File: src/rtl/cr_clint_tcipif_arb.sv
// Two-requester arbiter in front of the single CLINT tcipif slave port.
// m0 = core load/store path, m1 = debug/system-bus path. The winning request
// is registered, issued to the CLINT as a one-cycle select, and the CLINT
// completion (or a watchdog timeout) is returned only to the granted requester.
module cr_clint_tcipif_arb #(
    parameter int unsigned TIMEOUT_CYC = 256,
    parameter int unsigned TO_CNT_W    = 16
) (
    input  logic        forever_cpuclk,
    input  logic        cpurst,
    input  logic        m0_clint_req,
    input  logic [15:0] m0_clint_addr,
    input  logic        m0_clint_write,
    input  logic [31:0] m0_clint_wdata,
    output logic        m0_clint_cmplt,
    output logic [31:0] m0_clint_rdata,
    output logic        m0_clint_err,
    input  logic        m1_clint_req,
    input  logic [15:0] m1_clint_addr,
    input  logic        m1_clint_write,
    input  logic [31:0] m1_clint_wdata,
    output logic        m1_clint_cmplt,
    output logic [31:0] m1_clint_rdata,
    output logic        m1_clint_err,
    output logic        tcipif_clint_sel,
    output logic [15:0] tcipif_clint_addr,
    output logic        tcipif_clint_write,
    output logic [31:0] tcipif_clint_wdata,
    input  logic        clint_tcipif_cmplt,
    input  logic [31:0] clint_tcipif_rdata,
    output logic        arb_busy
);

    typedef enum logic [1:0] {
        ST_IDLE  = 2'd0,
        ST_ISSUE = 2'd1,
        ST_WAIT  = 2'd2,
        ST_RESP  = 2'd3
    } state_t;

    localparam logic [TO_CNT_W-1:0] TO_LAST = TO_CNT_W'(TIMEOUT_CYC - 1);

    state_t              r_state;
    state_t              w_state_nxt;
    logic                r_rr_ptr;
    logic                r_grant_id;
    logic [15:0]         r_addr;
    logic                r_write;
    logic [31:0]         r_wdata;
    logic [31:0]         r_rdata;
    logic                r_err;
    logic [TO_CNT_W-1:0] r_to_cnt;
    logic                w_any_req;
    logic                w_pick;
    logic                w_timeout;

    // Winner: a lone requester always wins; on contention rr_ptr decides.
    assign w_any_req = m0_clint_req | m1_clint_req;
    assign w_pick    = m1_clint_req & (~m0_clint_req | r_rr_ptr);
    assign w_timeout = (r_to_cnt == TO_LAST);

    // State register.
    always_ff @(posedge forever_cpuclk) begin
        if (cpurst) r_state <= ST_IDLE;
        else        r_state <= w_state_nxt;
    end

    // Next-state logic; a completion always beats a simultaneous timeout.
    always_comb begin
        w_state_nxt = r_state;
        unique case (r_state)
            ST_IDLE:  if (w_any_req) w_state_nxt = ST_ISSUE;
            ST_ISSUE: w_state_nxt = clint_tcipif_cmplt ? ST_RESP : ST_WAIT;
            ST_WAIT:  if (clint_tcipif_cmplt || w_timeout) w_state_nxt = ST_RESP;
            ST_RESP:  w_state_nxt = ST_IDLE;
            default:  w_state_nxt = ST_IDLE;
        endcase
    end

    // Payload capture, response capture, watchdog counter and round-robin pointer.
    always_ff @(posedge forever_cpuclk) begin
        if (cpurst) begin
            r_rr_ptr   <= 1'b0;
            r_grant_id <= 1'b0;
            r_addr     <= '0;
            r_write    <= 1'b0;
            r_wdata    <= '0;
            r_rdata    <= '0;
            r_err      <= 1'b0;
            r_to_cnt   <= '0;
        end else begin
            unique case (r_state)
                ST_IDLE: begin
                    if (w_any_req) begin
                        r_grant_id <= w_pick;
                        r_addr     <= w_pick ? m1_clint_addr  : m0_clint_addr;
                        r_write    <= w_pick ? m1_clint_write : m0_clint_write;
                        r_wdata    <= w_pick ? m1_clint_wdata : m0_clint_wdata;
                    end
                end
                ST_ISSUE: begin
                    r_to_cnt <= '0;
                    if (clint_tcipif_cmplt) begin
                        r_rdata <= clint_tcipif_rdata;
                        r_err   <= 1'b0;
                    end
                end
                ST_WAIT: begin
                    if (clint_tcipif_cmplt) begin
                        r_rdata <= clint_tcipif_rdata;
                        r_err   <= 1'b0;
                    end else if (w_timeout) begin
                        r_rdata <= '0;
                        r_err   <= 1'b1;
                    end else begin
                        r_to_cnt <= r_to_cnt + 1'b1;
                    end
                end
                ST_RESP: r_rr_ptr <= ~r_grant_id;
                default: ;
            endcase
        end
    end

    // Outputs decoded from state; the non-granted requester sees all zeros.
    always_comb begin
        tcipif_clint_sel   = (r_state == ST_ISSUE);
        tcipif_clint_addr  = r_addr;
        tcipif_clint_write = r_write;
        tcipif_clint_wdata = r_wdata;
        arb_busy           = (r_state != ST_IDLE);
        m0_clint_cmplt     = (r_state == ST_RESP) && !r_grant_id;
        m1_clint_cmplt     = (r_state == ST_RESP) &&  r_grant_id;
        m0_clint_rdata     = m0_clint_cmplt ? r_rdata : '0;
        m1_clint_rdata     = m1_clint_cmplt ? r_rdata : '0;
        m0_clint_err       = m0_clint_cmplt & r_err;
        m1_clint_err       = m1_clint_cmplt & r_err;
    end

endmodule

File: config.mk
export PLATFORM = sky130hd
export DESIGN_NAME = cr_clint_tcipif_arb
export DESIGN_NICKNAME = d
export VERILOG_FILES = /design/src/rtl/cr_clint_tcipif_arb.sv
export SDC_FILE = /design/constraint.sdc
export NUM_CORES = 1
export LEC_CHECK = 0
export ABC_AREA = 1
export BUFFER_PORTS_ARGS = -buffer_cell sky130_fd_sc_hd__buf_2
export CAP_MARGIN = 25
export CORE_ASPECT_RATIO = 0.5
export CORE_MARGIN = 4
export CORE_UTILIZATION = 30
export DETAILED_ROUTE_END_ITERATION = 10
export PLACE_DENSITY = 0.65
export SLEW_MARGIN = 40
export SYNTH_ARGS = -nofsm -noshare
export SYNTH_HDL_FRONTEND = slang
export SYNTH_SLANG_ARGS = --single-unit
File: constraint.sdc
create_clock -name forever_cpuclk -period 1.6 [get_ports forever_cpuclk]
set_input_delay 0.32 -clock forever_cpuclk [delete_from_list [all_inputs] [get_ports forever_cpuclk]]
set_output_delay 0.32 -clock forever_cpuclk [all_outputs]
set_load 0.01 [all_outputs]
======== Word-level counts from Yosys, hierarchy flattened ========
Cells that the tools add are included.
storage, ports and cells
  bits in registers ....................... 102
  bits of input ports ..................... 135
  output and inout bits ................... 119
  logic and storage cells ................. 58
cells by class
  $add $sub $neg .......................... 1
  equality and inequality tests ........... 10
  multiplexer cells ....................... 20
  bitwise operators ....................... 7
  reductions and logical operators ........ 11
operators by type and width
  operator                                               count
  2-to-1 mux 32 bit                                      6
  case mux 32 bit (2 select lines)                       1
  2-to-1 mux 16 bit                                      3
  case mux 16 bit (2 select lines)                       1
  adder 16 x 1 -> 16 bit (second input constant)         1
  equality test 16 x 8 -> 1 bit (second input constant)  1
  != test 2 bit (second input constant)                  4
  case mux 2 bit (4 select lines)                        1
  AND reduction 3 bit                                    2
  2-to-1 mux 1 bit                                       5
  equality test 2 bit (second input constant)            2
  2-to-1 mux 2 bit                                       2
  AND reduction 2 bit                                    2
  nonzero test 2 bit                                     2
  bitwise AND 1 bit                                      3
  != test 3 bit (second input constant)                  1
  equality test 2 x 1 -> 1 bit (second input constant)   1
  logical AND 1 bit                                      2
  zero test 2 bit                                        1
  != test 2 x 1 -> 1 bit (second input constant)         1
  inverter 1 bit                                         2
  bitwise OR 1 bit                                       2
  case mux 1 bit (2 select lines)                        1
  zero test 1 bit                                        1
  logical OR 1 bit                                       1

======== Logic depth before layout (Yosys ltp) ========
  depth after elaboration ................. 4
  depth in mapped cells ................... 12
  depth with buffers taken out ............ 11

======== Least setup slack after synthesis ========
No wires, ideal clock.
  kind .................................... register -> register
  from .................................... register r_state[0]
  to ...................................... register r_rdata[0]
  setup time .............................. 72 ps
  data arrival time ....................... 1639 ps
  data required time ...................... 1528 ps
  slack ................................... -111 ps
  stages on the path, launching flop included .. 9
  buffers on the path ..................... 2
  period minus slack after synthesis ...... 1711 ps
  cell sequence ........................... dfxtp_1 -> inv_1 -> ha_1 -> clkbuf_1 -> nand2_1 -> inv_1 -> clkbuf_1 -> nand3_1 -> a21oi_1
on the way
  cells in the longest elaborated chain, start to end .. 3
  elaborated cells between the ends (all ways) .. 7
  classes of those cells .................. 4 x eq/ne; 1 x mux; 2 x reduce/logical
ends and longest elaborated chain
  element                                                                     RTL line  RTL
  start: declaration                                                          43        state_t r_state;
  start signal: assignment                                                    65        else r_state <= w_state_nxt;
  equality test 2 bit / equality test 2 x 1 -> 1 bit (equally long branches)  92        unique case (r_state)
  != test 3 bit (no source line) (tied with other cells)                      -
  AND reduction 3 bit (no source line)                                        -
  end signal: assignment                                                      104       r_rdata <= clint_tcipif_rdata;
  end signal: assignment                                                      110       r_rdata <= clint_tcipif_rdata;
  end: declaration                                                            50        logic [31:0] r_rdata;
Several ways; a longest one is shown, not always the timed one.
A chain may end at the register's enable or synchronous reset.

======== Worst setup path in the final report ========
  from .................................... register r_state[0]
  to ...................................... output m0_clint_rdata[0]
on the way
  cells in the longest elaborated chain, start to end .. 3
ends and longest elaborated chain
  element              RTL line  RTL
  equality test 2 bit  132       m0_clint_cmplt = (r_state == ST_RESP) && !r_grant_id;
  logical AND 1 bit    132
  2-to-1 mux 32 bit    134       m0_clint_rdata = m0_clint_cmplt ? r_rdata : '0;
  end: declaration     16        output logic [31:0] m0_clint_rdata,
No other way between the ends.

==> qor.yml <==
p_per_area_nw_per_um2: 1621
final_cell_mix: "252 x buf_2, 183 x nand2_1, 118 x inv_1, 118 x nor2_1, 98 x dfxtp_1"
multi_input_area_sq_um: 2809
clk_path_buf_depth: 2
fin_worst_skew_ns: 0.01043
dp_hpwl_microns: 12170
drtPass1Iterations: 5
die_h_microns: 102.5
antenna_cells: 0
seq_area_sq_um: 2047
worst_slew_pin_slew_ns: 0.3925
grt_first_pass_wirelength_microns: 25620
min_path_cells: 3
mostFrequentLayoutCell: "buf_2"
grt_pass1_vias: 5522
cap_violations: 0
cp_max_fo: 33
ys_seq_area_share_pct: 38.10
setup.worst_path.start_class: "flip-flop"
vdd_drop_max_uv: 709.5
min_period_over_period_pct: 110.3
totalWireLength_microns: 18160
wl_per_cell_microns: 13.58
hp-class: "input pin to flip-flop"
drt_iter0_drc: 249
initial_core_util_pct: 30.73
numCtsBuffers: 9
via_per_inst: 4.651
fin_crit_ns: 1.765
hp-start: "clint_tcipif_rdata[24]"
nets: 1239
netlist_instances: 825
avgSynthCellArea_sq_um: 6.497
criticalPathCategory: "flip-flop to output pin"
worstPathRequired_ns: 1.28
finalPower_mw: 12.96
r2r-start: "r_state[0]$_SDFFE_PP0P_"
crit_arrival_ns: 1.44
grt_overflow: 0
areaGrowthSynthToFinish_pct: 49.23
die_area_sq_um: 20200
synth_warnings: 0
rows: 34
port_buffers: 253
setup_violations: 103
cts.clk_slew.worst_paths_ns: 0.07
root_buffer: "clkbuf_16"
max_slew_margin_pct: 73.83
drive_above_1_share_pct: 35.99
grt_start_max_net_pins: 71
coreArea_sq_um: 17440
rsz0062_at_grt: "true"
worst_slack_ns: -0.1645
ios: 254
finalHoldViolations: 0
ff2ff_path_depth: 10
netlist-cell-type-count: 30
die_x_microns: 197.0
syn_nets: 965
route.vias.total: 6218
syn_area_sq_um: 5360
r2r_slack_ns: -0.04
finalNonFillerCells: 1337
endpoint_kind: "output pin"
cts_num_sinks: 102
htreeDepth: 3
fmax_mhz: 566.7
slew_violations: 0
drc: 0
fillers: 1759
p_leak_nw: 4.185
violations: "setup timing"
cts_tree: "built"
grt_use_total_pct: 15.23
outcome: "finished, violations left"
synth_seq_cells: 102
antenna_left: 0
clk_latency_ns: 0.34
worstReg2RegEnd: "r_rdata[23]$_SDFFE_PP0P_"
min_to: "r_rdata[24]$_SDFFE_PP0P_"
antenna_found_initial: 1
globalplace.congestion: 0.8426
whs_ns: 0.2057
placedCellCount: 1297
-- metrics by stage --
stage	setup TNS, ns	util, %	setup slack (ns)	instance area [sq um]
6_report	-7.569	45.86	-0.1645	7999
5_1_grt	-16.60	45.86	-0.2467	7999
4_1_cts	-6.905	42.69	-0.1450	7446
3_5_place_dp	0	40.70	0.01921	7098
3_3_place_gp	0	40.70	0.04918	7098
2_1_floorplan	0	-	0.01909	5371
-- flip-flops by register name, indices dropped and copies added, names as in the netlist --
name / flops
tcipif_clint_addr: 16
r_rr_ptr: 1
tcipif_clint_write: 1
r_rdata: 32
r_grant_id: 1
tcipif_clint_wdata: 32
r_err: 1
r_to_cnt: 16
r_state: 2
-- layout make-up --
class / count / area share, %
multi-input combinational: 543 / 35.12
timing repair buffer: 312 / 25.86
sequential: 102 / 25.59
inverter: 131 / 6.335
tap: 234 / 3.660
clock buffer: 12 / 3.207
clock inverter: 3 / 0.2346
-- worst max-delay path by stage --
stage                             start                                   to  slack (ns)  cells after the start
2_1_floorplan   r_state[0]$_SDFFE_PP0P_                    m0_clint_rdata[1]        0.02                      6
3_3_place_gp    r_state[1]$_SDFFE_PP0P_  tcipif_clint_wdata[12]$_SDFFE_PP0P_        0.05                      8
3_5_place_dp   r_to_cnt[0]$_SDFFE_PP0P_             r_rdata[20]$_SDFFE_PP0P_        0.02                     11
4_1_cts         r_state[0]$_SDFFE_PP0P_                    m0_clint_rdata[0]       -0.15                      7
5_1_grt         r_state[0]$_SDFFE_PP0P_                    m0_clint_rdata[0]       -0.25                      7
6_report        r_state[0]$_SDFFE_PP0P_                    m0_clint_rdata[0]       -0.16                      7
-- worst max-delay path: stages (launching register included) --
cell	delay, ns
dfxtp_2	0.36
ha_4	0.15
inv_2	0.04
nor2_4	0.08
inv_2	0.05
buf_12	0.16
nor2_1	0.11
buf_2	0.14
-- synth_stat cells --
library cell / n / area (sq um)
a21oi_1: 39 / 195.2
a21oi_2: 5 / 43.79
a31oi_1: 1 / 6.260
and2_1: 1 / 6.260
buf_1: 3 / 11.26
buf_2: 8 / 40.04
buf_6: 1 / 11.26
buf_8: 1 / 15.01
clkbuf_1: 37 / 138.9
clkinv_1: 1 / 3.750
dfxtp_1: 102 / 2042
ha_1: 5 / 62.56
inv_1: 123 / 461.7
inv_2: 7 / 26.28
nand2_1: 186 / 698.2
nand2_2: 7 / 43.79
nand2_4: 1 / 11.26
nand3_1: 86 / 430.4
nand3_4: 3 / 52.55
nand4_1: 13 / 81.33
nor2_1: 127 / 476.7
nor2_2: 1 / 6.260
nor2_4: 1 / 11.26
nor2_8: 1 / 20.02
nor3_1: 1 / 5.000
o211ai_1: 50 / 375.4
o21ai_0: 7 / 35.03
o21ai_1: 2 / 10.01
o21ai_2: 1 / 8.760
o21bai_1: 4 / 30.03
-- power by group --
group / internal [mW] / total, mW / switching (mW)
combinational: 3.16 / 7.00 / 3.84
sequential: 3.41 / 3.86 / 0.456
clock: 1.13 / 2.10 / 0.961
total: 7.70 / 13.0 / 5.26
-- what timing repair did --
action	CTS	global route
buffers inserted	3	8
hold buffers	0	0
gates cloned	0	14
setup endpoints to repair	69	169
pin swaps	1	19
resized for setup	16	62
-- layer usage --
metal / GRT usage [%] / up-vias / share of wire [%]
met5: 0 / - / 0.072
met4: 3.834 / 2 / 0.84
met3: 3.167 / 13 / 5.8
met2: 27.52 / 191 / 50
met1: 18.86 / 2858 / 43
li1: - / 3154 / -
-- kinds of logic (layout without fill, tap and decap cells) --
family | Yosys count | count (layout) | share of synthesized area [%]
compound gates | 109 | 109 | 13.14
buf+inv | 181 | 458 | 13.21
fa+ha+maj | 5 | 5 | 1.167
flops | 102 | 102 | 38.10
simple gates | 428 | 429 | 34.38
Power figures use the tool's default switching activity.
